$ cat src/rtl/sram_arb_pkg.sv
// Shared widths, request bundle and strobe-to-mask helper for the SRAM port arbiter.
// No logic state; pure types and a combinational function.
// No flow control lives here.
package sram_arb_pkg;

    localparam int SRAM_AW   = 14;
    localparam int SRAM_DW   = 32;
    localparam int SRAM_STRB = SRAM_DW / 8;

    typedef struct packed {
        logic                 we;
        logic [SRAM_AW-1:0]   addr;
        logic [SRAM_DW-1:0]   wdata;
        logic [SRAM_STRB-1:0] wstrb;
    } sram_req_t;

    // Byte strobes (active-high) to the macro's per-bit write mask (active-low).
    function automatic logic [SRAM_DW-1:0] strb2bweb(input logic [SRAM_STRB-1:0] strb);
        logic [SRAM_DW-1:0] m;
        m = '1;
        for (int b = 0; b < SRAM_STRB; b++) begin
            m[b*8 +: 8] = {8{~strb[b]}};
        end
        return m;
    endfunction

endpackage

$ cat src/rtl/rr_arbiter.sv
// Round-robin pick of one eligible requester, searching from rr_ptr+1 upward.
// Latency: purely combinational.
// Backpressure: none; callers mask ineligible requesters before the search.
module rr_arbiter #(
    parameter int N  = 3,
    parameter int IW = (N > 1) ? $clog2(N) : 1
) (
    input  logic [N-1:0]  elig,
    input  logic [IW-1:0] rr_ptr,
    output logic [N-1:0]  gnt,
    output logic [IW-1:0] gnt_idx
);

    always_comb begin
        logic found;
        int   idx;
        gnt     = '0;
        gnt_idx = '0;
        found   = 1'b0;
        idx     = 0;
        for (int k = 1; k <= N; k++) begin
            idx = (int'(rr_ptr) + k) % N;
            if (!found && elig[idx]) begin
                found    = 1'b1;
                gnt[idx] = 1'b1;
                gnt_idx  = IW'(idx);
            end
        end
    end

endmodule

$ cat src/rtl/sram_port_arbiter.sv
// Shares one single-port SRAM among NREQ requesters, one access per cycle; SRAM_ARB_LOCK_EN adds grant locking.
// Latency: write completes on handshake; read data reaches rsp_valid 2 edges after handshake.
// Backpressure: a read is held off while its requester has a read in flight or an unaccepted response.
module sram_port_arbiter
    import sram_arb_pkg::*;
#(
    parameter int NREQ = 3,
    parameter int AW   = SRAM_AW,
    parameter int DW   = SRAM_DW
) (
    input  logic                 ACLK,
    input  logic                 ARESET,
    input  logic [NREQ-1:0]      req_valid,
    output logic [NREQ-1:0]      req_ready,
    input  logic [NREQ-1:0]      req_we,
    input  logic [NREQ-1:0]      req_lock,
    input  logic [NREQ*AW-1:0]   req_addr,
    input  logic [NREQ*DW-1:0]   req_wdata,
    input  logic [NREQ*DW/8-1:0] req_wstrb,
    output logic [NREQ-1:0]      rsp_valid,
    input  logic [NREQ-1:0]      rsp_ready,
    output logic [NREQ*DW-1:0]   rsp_data,
    output logic                 sram_ceb,
    output logic                 sram_web,
    output logic [AW-1:0]        sram_a,
    output logic [DW-1:0]        sram_d,
    output logic [DW-1:0]        sram_bweb,
    input  logic [DW-1:0]        sram_q
);

    localparam int IW = (NREQ > 1) ? $clog2(NREQ) : 1;
    localparam int SW = DW / 8;

    logic [IW-1:0]   rr_q, rr_d;
    logic [NREQ-1:0] inflight_q, inflight_d;
    logic [NREQ-1:0] hold_vld_q, hold_vld_d;
    logic [DW-1:0]   hold_dat_q [NREQ];
    logic [DW-1:0]   hold_dat_d [NREQ];
    logic [AW-1:0]   a_q, a_d;
    logic [DW-1:0]   d_q, d_d;

    logic [NREQ-1:0] elig, elig_m, gnt;
    logic [IW-1:0]   gnt_idx;
    logic            gnt_vld;
    sram_req_t       sel;

    // Reset forces every request ineligible, which in turn holds req_ready low.
    always_comb begin
        elig = '0;
        for (int i = 0; i < NREQ; i++) begin
            elig[i] = req_valid[i] && !ARESET &&
                      (req_we[i] || (!inflight_q[i] && (!hold_vld_q[i] || rsp_ready[i])));
        end
    end

`ifdef SRAM_ARB_LOCK_EN
    logic          lock_q, lock_d;
    logic [IW-1:0] lock_idx_q, lock_idx_d;

    always_comb begin
        lock_d     = lock_q;
        lock_idx_d = lock_idx_q;
        elig_m     = elig;
        if (lock_q) begin
            for (int i = 0; i < NREQ; i++) begin
                elig_m[i] = elig[i] && (IW'(i) == lock_idx_q);
            end
        end
        if (gnt_vld) begin
            lock_d     = req_lock[gnt_idx];
            lock_idx_d = gnt_idx;
        end
    end

    always_ff @(posedge ACLK) begin
        if (ARESET) begin
            lock_q     <= 1'b0;
            lock_idx_q <= '0;
        end else begin
            lock_q     <= lock_d;
            lock_idx_q <= lock_idx_d;
        end
    end
`else
    logic lock_unused;
    assign lock_unused = ^req_lock;
    assign elig_m      = elig;
`endif

    rr_arbiter #(.N(NREQ), .IW(IW)) u_rr (
        .elig    (elig_m),
        .rr_ptr  (rr_q),
        .gnt     (gnt),
        .gnt_idx (gnt_idx)
    );

    assign gnt_vld   = |gnt;
    assign req_ready = gnt;

    always_comb begin
        sel       = '0;
        sel.we    = req_we[gnt_idx];
        sel.addr  = req_addr[int'(gnt_idx)*AW +: AW];
        sel.wdata = req_wdata[int'(gnt_idx)*DW +: DW];
        sel.wstrb = req_wstrb[int'(gnt_idx)*SW +: SW];
    end

    // Address and data buses keep their last driven value while idle.
    always_comb begin
        sram_ceb  = !gnt_vld;
        sram_web  = !(gnt_vld && sel.we);
        sram_a    = gnt_vld ? sel.addr  : a_q;
        sram_d    = gnt_vld ? sel.wdata : d_q;
        sram_bweb = (gnt_vld && sel.we) ? strb2bweb(sel.wstrb) : '1;
    end

    always_comb begin
        rr_d       = gnt_vld ? gnt_idx : rr_q;
        a_d        = sram_a;
        d_d        = sram_d;
        inflight_d = gnt & ~req_we;
        hold_vld_d = '0;
        for (int i = 0; i < NREQ; i++) begin
            hold_dat_d[i] = hold_dat_q[i];
            hold_vld_d[i] = inflight_q[i] || (hold_vld_q[i] && !rsp_ready[i]);
            if (inflight_q[i]) begin
                hold_dat_d[i] = sram_q;
            end
        end
    end

    always_ff @(posedge ACLK) begin
        if (ARESET) begin
            rr_q       <= IW'(NREQ - 1);
            inflight_q <= '0;
            hold_vld_q <= '0;
            a_q        <= '0;
            d_q        <= '0;
            for (int i = 0; i < NREQ; i++) begin
                hold_dat_q[i] <= '0;
            end
        end else begin
            rr_q       <= rr_d;
            inflight_q <= inflight_d;
            hold_vld_q <= hold_vld_d;
            a_q        <= a_d;
            d_q        <= d_d;
            for (int i = 0; i < NREQ; i++) begin
                hold_dat_q[i] <= hold_dat_d[i];
            end
        end
    end

    always_comb begin
        rsp_data = '0;
        for (int i = 0; i < NREQ; i++) begin
            rsp_data[i*DW +: DW] = hold_dat_q[i];
        end
    end

    assign rsp_valid = hold_vld_q;

endmodule

$ cat config.mk
export PLATFORM = sky130hd
export DESIGN_NAME = sram_port_arbiter
export DESIGN_NICKNAME = d
export VERILOG_FILES = /design/src/rtl/sram_arb_pkg.sv /design/src/rtl/rr_arbiter.sv /design/src/rtl/sram_port_arbiter.sv
export SDC_FILE = /design/constraint.sdc
export NUM_CORES = 1
export LEC_CHECK = 0
export BUFFER_PORTS_ARGS = -buffer_cell sky130_fd_sc_hd__clkbuf_2
export CAP_MARGIN = 20
export CORE_MARGIN = 1
export CORE_UTILIZATION = 30
export CTS_CLUSTER_DIAMETER = 50
export DETAILED_ROUTE_END_ITERATION = 8
export SYNTH_ARGS = -nofsm -noshare
export SYNTH_HDL_FRONTEND = slang
export SYNTH_SLANG_ARGS = --single-unit
$ cat constraint.sdc
create_clock -name ACLK -period 5.4 [get_ports ACLK]
set_clock_uncertainty 0.15 [all_clocks]
set_input_delay 1.08 -clock ACLK [delete_from_list [all_inputs] [get_ports ACLK]]
set_output_delay 1.08 -clock ACLK [all_outputs]
set_load 0.02 [all_outputs]
**Yosys cells after proc, flatten, opt, wreduce, memory -nomap -nowiden**

Memories as Yosys holds them, arrays and structs flattened.
Cells that the tools add are included.

- Register bits after elaboration: 54
- RAM bits: 96
- Bits of input ports: 196
- Output and inout bits: 182
- Logic and storage cells: 113
- Memories: 1

- $add $sub $neg: 3
- $mul: 1
- Div/mod/pow operators: 3
- Order comparisons: 7
- Shift-type cells: 3
- Muxes and demuxes: 37
- Bitwise logic cells: 11
- Reduce and logical (&&, ||, !) cells: 42

Memory list:

| name | words | width | rd ports | clocked after Yosys merged registers in | write ports | line | source |
|---|---|---|---|---|---|---|---|
| hold_dat_q | 3 | 32 | 3 | 0 | 3 | sram_port_arbiter.sv:37 | `logic [DW-1:0] hold_dat_q [NREQ];` |

Operators with widths:

| cell | count |
|---|---|
| two-way mux 32 bit | 8 |
| >= comparator 32 x 1 -> 1 bit, second input constant | 3 |
| less-than comparator 32 x 4 -> 1 bit, second input constant | 3 |
| modulo 32 x 3 -> 32 bit, second input constant | 3 |
| indexed part select 96 x 8 -> 32 bit | 1 |
| indexed part select 42 x 7 -> 14 bit | 1 |
| logical AND 1 bit | 18 |
| two-way mux 1 bit | 15 |
| logical NOT 1 bit | 14 |
| two-way mux 14 bit | 1 |
| indexed part select 12 x 5 -> 4 bit | 1 |
| logical OR 1 bit | 9 |
| two-way mux 3 bit | 3 |
| binary-select mux 1 bit (select 2 bit) | 4 |
| adder 2 x 2 -> 3 bit, second input constant | 2 |
| demux 1 bit (select 2 bit) | 3 |
| two-way mux 2 bit | 3 |
| OR 3 bit | 2 |
| multiplier 2 x 3 -> 5 bit, second input constant | 1 |
| inverter 1 bit | 4 |
| adder 2 x 1 -> 3 bit, second input constant | 1 |
| AND 3 bit | 1 |
| less-than comparator 2 x 3 -> 1 bit, second input constant | 1 |
| inverter 3 bit | 1 |
| 2 further kinds | 4 |

**Depth between registers and ports, before layout**

Gate-level depths: netlist (run 1).

- Depth in word-level cells: 19
- Gate-level depth with buffers: 14
- Gate-level depth less buffers: 10

**Cells and area by module**

Synthesis (run 1) repeated with hierarchy kept, for this count alone.

- Cell total of the unflattened synthesis: 740
- Area total of the unflattened synthesis: 7,208.2 µm²

By module, submodules not included:

| module | instances | cells each | area each (µm²) | seq. area each (µm²) |
|---|---|---|---|---|
| sram_port_arbiter | 1 | 705 | 6,949.2 | 3,002.9 |
| rr_arbiter | 1 | 35 | 259.0 | 0.0 |

**Worst setup path after synthesis (run 1)**

Ideal clock, no wire load.

- Path kind: input-to-output
- Start: in ARESET
- End: out sram_bweb[10]
- Arrival time: 3.649 ns
- Required time: 4.170 ns
- Setup slack: 0.521 ns
- Cell stages on the path: 12
- Path buffers: 5
- Path through: buf_2 nor2b_2 nand3_2 or3b_2 o221a_2 o2111ai_2 or2_1 buf_4 buf_6 buf_6 o2111ai_1 buf_4

- Cells in the longest elaborated chain, start to end: 17
- Elaborated cells on any way between the ends: 37
- Those cells by class: shift: 1; mux: 20; bitwise: 3; reduce/logical: 13

RTL lines:

| item | line | source |
|---|---|---|
| start: declaration | sram_port_arbiter.sv:12 | `input logic ARESET,` |
| logical NOT 1 bit * | sram_port_arbiter.sv:51 | `elig[i] = req_valid[i] && !ARESET &&` |
| branches (longest 15 deep; another with binary-select mux 1 bit (select 2 bit)) | -- |  |
| two-way mux 32 bit * | sram_port_arbiter.sv:114 | `sram_bweb = (gnt_vld && sel.we) ? strb2bweb(sel.wstrb) : '1;` |
| end: declaration | sram_port_arbiter.sv:27 | `output logic [DW-1:0] sram_bweb,` |

Every way passes the cells marked *. The select of a mux whose other input is x is not followed.

**Worst setup path in the final report (run 1)**

- Start: in req_we[1]
- End: out sram_bweb[6]

- Cells in the longest elaborated chain, start to end: 16
- Elaborated cells on any way between the ends: 32
- Those cells by class: shift: 1; mux: 20; bitwise: 3; reduce/logical: 8

RTL lines:

| item | line | source |
|---|---|---|
| start: declaration | sram_port_arbiter.sv:15 | `input logic [NREQ-1:0] req_we,` |
| branches (longest 15 deep; another with binary-select mux 1 bit (select 2 bit)) | -- |  |
| two-way mux 32 bit * | sram_port_arbiter.sv:114 |  |

Marked as above.

==> results.toml, run 1 <==
[clock_tree]
cts_max_level = 4
post_cts_buffers = 0
cts_resized = 0
cts_buffer_depth = 2
clkTransAtPathRegs_ps = 60
cts_hold_buffers = 0
cts-buffers-inserted = 17
cts_tree = "done"
cts_root_buf = "clkbuf_16"
cts_sinks = 150
clock_latency_ps = 410

[logic_synthesis]
synth_flop_cell = "dfxtp_1"
synth.net_count = 1137
synth_area_leaders = "dfxtp_1, mux2i_1, nor2_1, o31ai_1, a211oi_1"
synth.most_common_cell = "nor2_1"
syn_inst = 937
yosysWarnings = 0
ys_ff_latch = 150
seq_area_frac_synth_pct = 39.43
synth_edf_count = 0
yosys.area.top_type = "dfxtp_1"
synth.distinct_cells = 51
synth-async-reset-ratio_pct = 0
synth_top_area_share_pct = 39.43
syn_area_um2 = 7615
ys_top_cells_by_count = "nor2_1, dfxtp_1, mux2i_1"
avgSynthCellArea_um2 = 8.127

[worst_setup_path]
critPathMaxFanout = 51
path_cells = "clkbuf_2 > or3b_1 > nand3_2 > buf_4 > or2_2 > buf_12 > nand2_1 > a31oi_1 > buf_4 > o2111ai_1 > clkbuf_2"
crit_slowest_cell = "buf_4"
reg2regPathDepth = 11
crit_start = "req_we[1]"
setup.worst_path.end_class = "output pin"
worst_ep_required_time_ps = 4170
crit_type = "in -> out"
startpoint_type = "input pin"
reg2reg_to = "a_q[6]"
r2r_start = "rr_q[1]"
cpPeakStageDelay_ps = 460
critPathCapture = "sram_bweb[6]"
reg2reg_slack_ps = 2060
worstPathArrival_ps = 4000

[placement]
pre_cts_ws_ps = 128.5
gp_congestion = 0.8164
hpwlAfterDp_um = 17620
port_buffers = 374

[route]
vias = 7559
wl_per_cell_um = 15.41
route.antenna.remaining_nets = 0
drt_first_pass_iters = 7
viasPerCell = 4.802
drc_errors = 0
drtIter0Drc = 301
totalWireLength_um = 24260

[layout]
final_nets = 1437
multi_input_area_um2 = 3861
drive_gt1_share_pct = 36.00
num_antenna_cells = 0
fillers = 2554
regArea_um2 = 3007
syn2layout_area_growth_pct = 33.03
fin_util_pct = 41.17

[global_route]
grt_max_degree = 93
gr-total-overflow = 0
grt_pass1_vias = 7049
grt_pass1_wl_um = 37590
grt_antenna_before_repair = 1
track_usage_pct = 18.08

[timing]
finalCriticalPeriod_ps = 5231
finalHoldViolCount = 0
rsz0062_at_grt = "no"
tns_ps = 0
finalSetupViolCount = 0
report.final.slew_viol_count = 0
period_share_pct = 96.86
slew_headroom_pct = 37.59
max_freq_ghz = 0.1912
tightest_slew_ps = 936.2
setup_ws_ps = 169.3
whs_ps = 308.3

[power_and_ir_drop]
finalPower_w = 0.006599
powerDensity_nw_per_um2 = 651.5
p_sw_share_pct = 50.81
p_leak_nw = 4.449
power_frac_seq_pct = 21.6
intPower_w = 0.003246
p_clk_share_pct = 17.8
p_comb_share_pct = 60.5
p_switching_w = 0.003353
ir_drop_uv = 386.9

[floorplanning]
rows = 57
start_util_pct = 30.95
core_region_area_um2 = 24600
die_h_um = 161.3
io_pins = 378
die_area_um2 = 26020
die_w_um = 161.3

[outcome]
status = "complete, no violations"

[hold_path]
hp-class = "reg -> reg"
hp-start = "d_q[12]"

[job]
drv_cap = 0
==> worst min path at each step <==
stage / end / depth (start not counted)
after floorplan: a_q[10] / 2
after global placement: a_q[6] / 2
after detailed placement: d_q[12] / 2
after CTS: d_q[12] / 2
after global routing: d_q[2] / 2
final: d_q[12] / 2
==> per-layer routing <==
layer	track usage, %	up-vias	wire (um)
met5	0	-	13
met4	4.245	2	253
met3	7.062	13	2350
met2	30.27	278	11240
met1	21.65	3400	10400
li1	-	3866	-
==> power groups by stage <==
stage / registers (W) / logic [W] / clock network, W
2_1_floorplan: 0.00151 / 0.00279 / 0
3_3_place_gp: 0.00145 / 0.00401 / 0
3_5_place_dp: 0.00145 / 0.00404 / 0
4_1_cts: 0.00143 / 0.00405 / 0.00122
5_1_grt: 0.00145 / 0.00435 / 0.00127
6_report: 0.00143 / 0.00399 / 0.00118
==> cell type report <==
cell class	count	share of cell area, %
clock inverters	15	1.643
repair buffers	393	20.28
multi-input cells	619	38.12
inverters	56	2.075
clock buffers	17	4.200
well taps	324	4.002
flip-flops and latches	150	29.68
==> cell families (layout without fill, tap and decap cells) <==
logic type      count (synthesis)  after routing  synth area share (%)
compound gates                217            217                 18.65
fa+ha+maj                       4              4                0.6573
buf+inv                       168            481                 10.38
flops                         150            150                 39.43
mux                            97             97                 12.75
simple gates                  301            301                 18.12
==> critical path, delay by kind of cell <==
| kind | cells | cell delay (ps) |
|---|---|---|
| buffers and inverters | 5 | 1310 |
| AOI/OAI and AO/OA | 2 | 690 |
| and+or+nand+nor | 4 | 900 |
==> cell usage in the layout (no fill, tap or decap), types with 2 or more instances in the layout <==
master,netlist,final
a211oi_1,47,47
a21oi_1,7,7
a31oi_1,3,3
and3_1,3,3
buf_12,0,3
buf_4,29,17
clkbuf_16,0,17
clkbuf_2,5,373
clkinv_4,0,3
clkinv_8,0,2
clkinvlp_4,0,2
dfxtp_1,150,147
dfxtp_2,0,3
ha_1,4,4
inv_1,54,54
inv_2,2,2
inv_6,0,4
inv_8,0,2
mux2i_1,97,97
nand2_1,14,14
nand2b_1,4,4
nand3_1,7,7
nand4_1,3,3
nor2_1,199,199
nor2b_1,5,5
nor3_1,3,3
nor3b_1,3,3
nor4_1,47,47
o2111ai_1,5,4
o2111ai_4,0,2
o21ai_0,46,46
o21ai_1,49,49
o31ai_1,49,49
or2_2,1,2
==> per-stage QoR <==
stage / std cells / cell area [um^2]
after floorplan: 937 / 7615
after global placement: 1542 / 9538
after detailed placement: 1542 / 9538
after CTS: 1574 / 10130
after global routing: 1574 / 10130
final: 1574 / 10130
==> registers in the layout, indices dropped and copies added, names as in the netlist <==
name        count
a_q            14
rr_q            2
rsp_valid       3
hold_dat_q     96
d_q            32
inflight_q      3
(Power assumes the default switching activity.)
==> inputs of run 2 (changes only) <==
==> constraint.sdc (replaced) <==
create_clock -name ACLK -period 4.9 [get_ports ACLK]
set_clock_uncertainty 0.15 [all_clocks]
set_input_delay 0.735 -clock ACLK [delete_from_list [all_inputs] [get_ports ACLK]]
set_output_delay 0.735 -clock ACLK [all_outputs]
set_load 0.02 [all_outputs]
==> results.toml, run 2 (same netlist as run 1, synthesis figures left out) <==
[worst_setup_path]
setup.worst_path.end_class = "output pin"
reg2regPathDepth = 10
critPathMaxFanout = 51
worstPathArrival_ps = 3750
startpoint_type = "flop"
crit_buf_inv = 4
crit_family = "simple AND/OR/NAND/NOR gates"
crit_slowest_cell = "or4b_1"
worst_ep_required_time_ps = 4010
path_cells = "inv_1 > ha_1 > nor2_1 > or4b_1 > o2111ai_4 > or2_2 > buf_12 > nand2_1 > a31oi_1 > buf_4 > o2111ai_1 > clkbuf_2"
reg2reg_to = "a_q[5]"
crit_type = "reg -> out"
cpPeakStageDelay_ps = 510
r2r_start = "rr_q[0]"
reg2reg_slack_ps = 1600

[floorplanning]
die_h_um = 161.3
io_pins = 378
start_util_pct = 30.95
rows = 57
die_w_um = 161.3
die_area_um2 = 26020
core_region_area_um2 = 24600

[route]
viasPerCell = 4.892
drt-met1-wl_um = 10570
drtIter0Drc = 302
wl_met3_um = 2158
wl_met2_um = 11440
totalWireLength_um = 24440
wl_per_cell_um = 15.55
drt_first_pass_iters = 4
route.antenna.remaining_nets = 0
top_layer = "met5"
drc_errors = 0
vias = 7691

[clock_tree]
cts_tree = "done"
clock_latency_ps = 410
cts_buffer_depth = 2
cts_sinks = 150
cts_root_buf = "clkbuf_16"
cts_max_level = 4
post_cts_buffers = 0
cts-buffers-inserted = 17
clkTransAtPathRegs_ps = 60

[timing]
finalHoldViolCount = 0
rsz0062_at_grt = "no"
tightest_slew_ps = 931.6
finalSetupViolCount = 0
whs_ps = 314.8
report.final.slew_viol_count = 0
period_share_pct = 94.62
max_freq_ghz = 0.2157
tns_ps = 0
slew_headroom_pct = 37.89
finalCriticalPeriod_ps = 4636

[hold_path]
min_to = "a_q[7]"
hp-class = "reg -> reg"
holdPathStages = 2
hp-start = "a_q[7]"

[power_and_ir_drop]
power_frac_seq_pct = 21.4
p_clk_share_pct = 18.9
finalPower_w = 0.007349
intPower_w = 0.003625
ir_drop_uv = 523.5
p_switching_w = 0.003724
p_leak_nw = 4.456
powerDensity_nw_per_um2 = 723.5
p_sw_share_pct = 50.68
p_comb_share_pct = 59.7

[layout]
layout_commonest_cell = "clkbuf_2"
largest_reg_flops = 96
num_antenna_cells = 0
drive_gt1_share_pct = 36.06
syn2layout_area_growth_pct = 33.40
final_cell_mix = "clkbuf_2, nor2_1, dfxtp_1"
largest-register = "hold_dat_q"
reg.largest.list = "hold_dat_q x96, d_q x32, a_q x14"
final_nets = 1435
finish.instance_area_um2 = 10160

[placement]
port_buffers = 374
hpwlAfterDp_um = 17630
placed_cell_area_um2 = 9523
gp_congestion = 0.8240

[global_route]
gr-total-overflow = 0
grt_antenna_before_repair = 1
track_usage_pct = 18.20
grt_pass1_wl_um = 37600
grt_pass1_vias = 7070
grt_max_degree = 93

[outcome]
status = "complete, no violations"

[job]
drv_cap = 0
run 2: changes by cell type in the layout (fill, tap and decap cells not counted), sizes merged:
cell and change:
buf -2, bufinv +1, clkbuf +1, clkinv -2
run 2: worst register-to-register path: stages, from the launching register on:
cell	delay, ps
dfxtp_1	370
inv_1	90
ha_1	460
nor2_1	190
or4b_1	510
o2111ai_4	140
buf_4	490
nor4_1	110
a211oi_1	400
o21ai_0	200
o31ai_1	100
run 2: how the worst max path moves through the flow:
stage	slack [ps]	end	cells past startpoint	startpoint
floorplan	710	sram_bweb[10]	12	ARESET
global placement	370	sram_bweb[6]	11	req_we[1]
detailed placement	370	sram_bweb[4]	11	req_we[1]
CTS	180	sram_bweb[4]	11	rr_q[0]
global route	20	sram_a[5]	11	rr_q[0]
finish	260	sram_bweb[9]	12	rr_q[0]
run 2: timing repair:
action	in CTS	in global routing
hold endpoints to repair	0	0
hold buffers	0	0
setup endpoints to repair	0	8
gates resized for setup	0	2
run 2: cell type report:
| type | instances | area (um^2) |
|---|---|---|
| fillers | 2535 | 14450 |
| clock buffers | 18 | 439.2 |
| multi-input cells | 619 | 3870 |
| clock inverters | 14 | 187.7 |
| well taps | 324 | 405.4 |
| repair buffers | 391 | 2039 |
| flip-flops and latches | 150 | 3007 |
| inverters | 56 | 210.2 |
run 2: power by group through the flow:
stage          Combinational, W  Clock, W  Sequential, W
2_1_floorplan           0.00307         0        0.00167
3_3_place_gp            0.00441         0        0.00160
3_5_place_dp            0.00442         0        0.00160
4_1_cts                 0.00443   0.00144        0.00158
5_1_grt                 0.00477   0.00148        0.00160
6_report                0.00438   0.00139        0.00158
run 2: routing by layer:
metal,GRT usage [%],vias to the layer above
li1,-,3870
met3,6.471,16
met5,0,-
met2,30.54,278
met4,4.288,2
met1,22.14,3525
run 2: per-stage QoR:
step           std cells  util (%)  worst slack [ps]
6_report            1572     41.29             263.6
5_1_grt             1572     41.29             18.10
4_1_cts             1572     41.25             175.7
3_5_place_dp        1540     38.70             374.6
3_3_place_gp        1540     38.70             366.1
2_1_floorplan        937         -             710.6
==> inputs of run 3 (changes only) <==
==> constraint.sdc (replaced) <==
create_clock -name ACLK -period 4.9 [get_ports ACLK]
set_clock_uncertainty 0.15 [all_clocks]
set_input_delay 0.735 -clock ACLK [delete_from_list [all_inputs] [get_ports ACLK]]
set_output_delay 0.735 -clock ACLK [all_outputs]
set_load 0.1 [all_outputs]
==> results.toml, run 3 (same netlist as run 1, synthesis figures left out) <==
[layout]
final_cells = 1580
largest-register = "hold_dat_q"
final_cell_mix = "clkbuf_2, nor2_1, dfxtp_1"
final_nets = 1443
largest_reg_flops = 96
multi_input_area_um2 = 4050
regArea_um2 = 3007
drive_gt1_share_pct = 39.73
num_antenna_cells = 0
fillers = 2332
layout_commonest_cell = "clkbuf_2"
reg.largest.list = "hold_dat_q x96, d_q x32, a_q x14"
syn2layout_area_growth_pct = 51.99

[global_route]
grt_pass1_wl_um = 39040
track_usage_pct = 18.92
grt_max_degree = 97
gr-total-overflow = 0
grt_antenna_before_repair = 0
grt_pass1_vias = 7174

[worst_setup_path]
reg2regPathDepth = 11
reg2reg_to = "rr_q[1]"
crit_family = "simple AND/OR/NAND/NOR gates"
setup.worst_path.end_class = "output pin"
worstSetupPathDepth = 12
cpPeakStageDelay_ps = 510
reg2reg_slack_ps = 1520
path_cells = "inv_1 > ha_1 > nor2_1 > or4b_1 > o2111ai_4 > or2_4 > nand2_1 > a31oi_1 > buf_4 > o2111ai_2 > buf_4 > buf_12"
cp_common_cell = "buf_4"
worstPathArrival_ps = 3740
crit_slowest_cell = "or4b_1"
critPathMaxFanout = 19
r2r_start = "rr_q[1]"
critPathCapture = "sram_bweb[15]"
crit_start = "rr_q[0]"
worst_ep_required_time_ps = 4010
crit_buf_inv = 4
startpoint_type = "flop"
crit_type = "reg -> out"

[floorplanning]
die_w_um = 161.3
rows = 57
die_h_um = 161.3
core_region_area_um2 = 24600
io_pins = 378
start_util_pct = 30.95
die_area_um2 = 26020

[timing]
finalCriticalPeriod_ps = 4621
max_freq_ghz = 0.2164
report.final.slew_viol_count = 0
period_share_pct = 94.31
tightest_slew_ps = 964.6
slew_headroom_pct = 35.69
finalSetupViolCount = 0
finalHoldViolCount = 0
rsz0062_at_grt = "no"

[placement]
dp_cells = 1546
gp_congestion = 0.8469
hpwlAfterDp_um = 18510
port_buffers = 374

[route]
drc_errors = 0
totalWireLength_um = 25700
wl_per_cell_um = 16.27
drtIter0Drc = 285
viasPerCell = 4.879
vias = 7709
drt_first_pass_iters = 4
route.antenna.remaining_nets = 0

[clock_tree]
cts-buffers-inserted = 17
cts_hold_buffers = 0
clock_latency_ps = 420
cts_root_buf = "clkbuf_16"
cts_buffer_depth = 2
cts_sinks = 150
cts_max_level = 4
clkTransAtPathRegs_ps = 70
post_cts_buffers = 0
cts_tree = "done"

[hold_path]
hp-class = "reg -> reg"

[outcome]
status = "complete, no violations"

[job]
drv_cap = 0
run 3: changes by cell type in the layout (fill, tap and decap cells not counted), sizes merged:
cell,delta
inv,+2
clkinv,+3
or2,+2
clkinvlp,-2
bufinv,-2
buf,+88
clkbuf,-83
run 3: worst min path at each step:
stage / startpoint / endpoint / cells past startpoint
after floorplan: d_q[26] / d_q[26] / 2
after global placement: d_q[23] / d_q[23] / 2
after detailed placement: d_q[28] / d_q[28] / 2
after CTS: d_q[28] / d_q[28] / 2
after global routing: d_q[29] / d_q[29] / 2
final: d_q[29] / d_q[29] / 2
run 3: final cells by class:
class                   instances  area share (%)
clock buffers                  17           3.676
well taps                     324           3.503
multi-input cells             621           34.99
inverters                      56           1.816
repair buffers                397           28.46
clock inverters                15           1.568
flip-flops and latches        150           25.98
run 3: per-stage QoR:
step                setup TNS (ps)  worst slack, ps  area [um^2]  util (%)  hold WS [ps]
detailed placement               0            340.9        10950     44.50         312.6
CTS                              0            166.0        11560     46.97         326.7
global route                     0            49.96        11570     47.04         339.5
global placement                 0            319.1        10950     44.50         308.1
floorplan                    -4301           -172.5         7790         -         293.8
finish                           0            278.6        11570     47.04         321.8
run 3: what timing repair did:
action                                  in CTS  in global routing
pin swaps                                    0                  1
endpoints found under the setup margin      32                 25
cloned                                       0                  2
gates resized for setup                      1                  1
run 3: layer usage:
metal | GRT usage (%) | share of wire, %
met5 | 0 | 0
met4 | 4.417 | 1.1
met3 | 6.292 | 8.1
met2 | 31.84 | 49
met1 | 23.22 | 42
run 3: tightest hold or removal path, stage by stage (launching register included):
cell	delay [ps]
dfxtp_1	300
inv_1	60
o31ai_1	70
Power of run 3 is not shown: default switching activity piles up to over one toggle a cycle in this logic, so the estimate is an artifact.
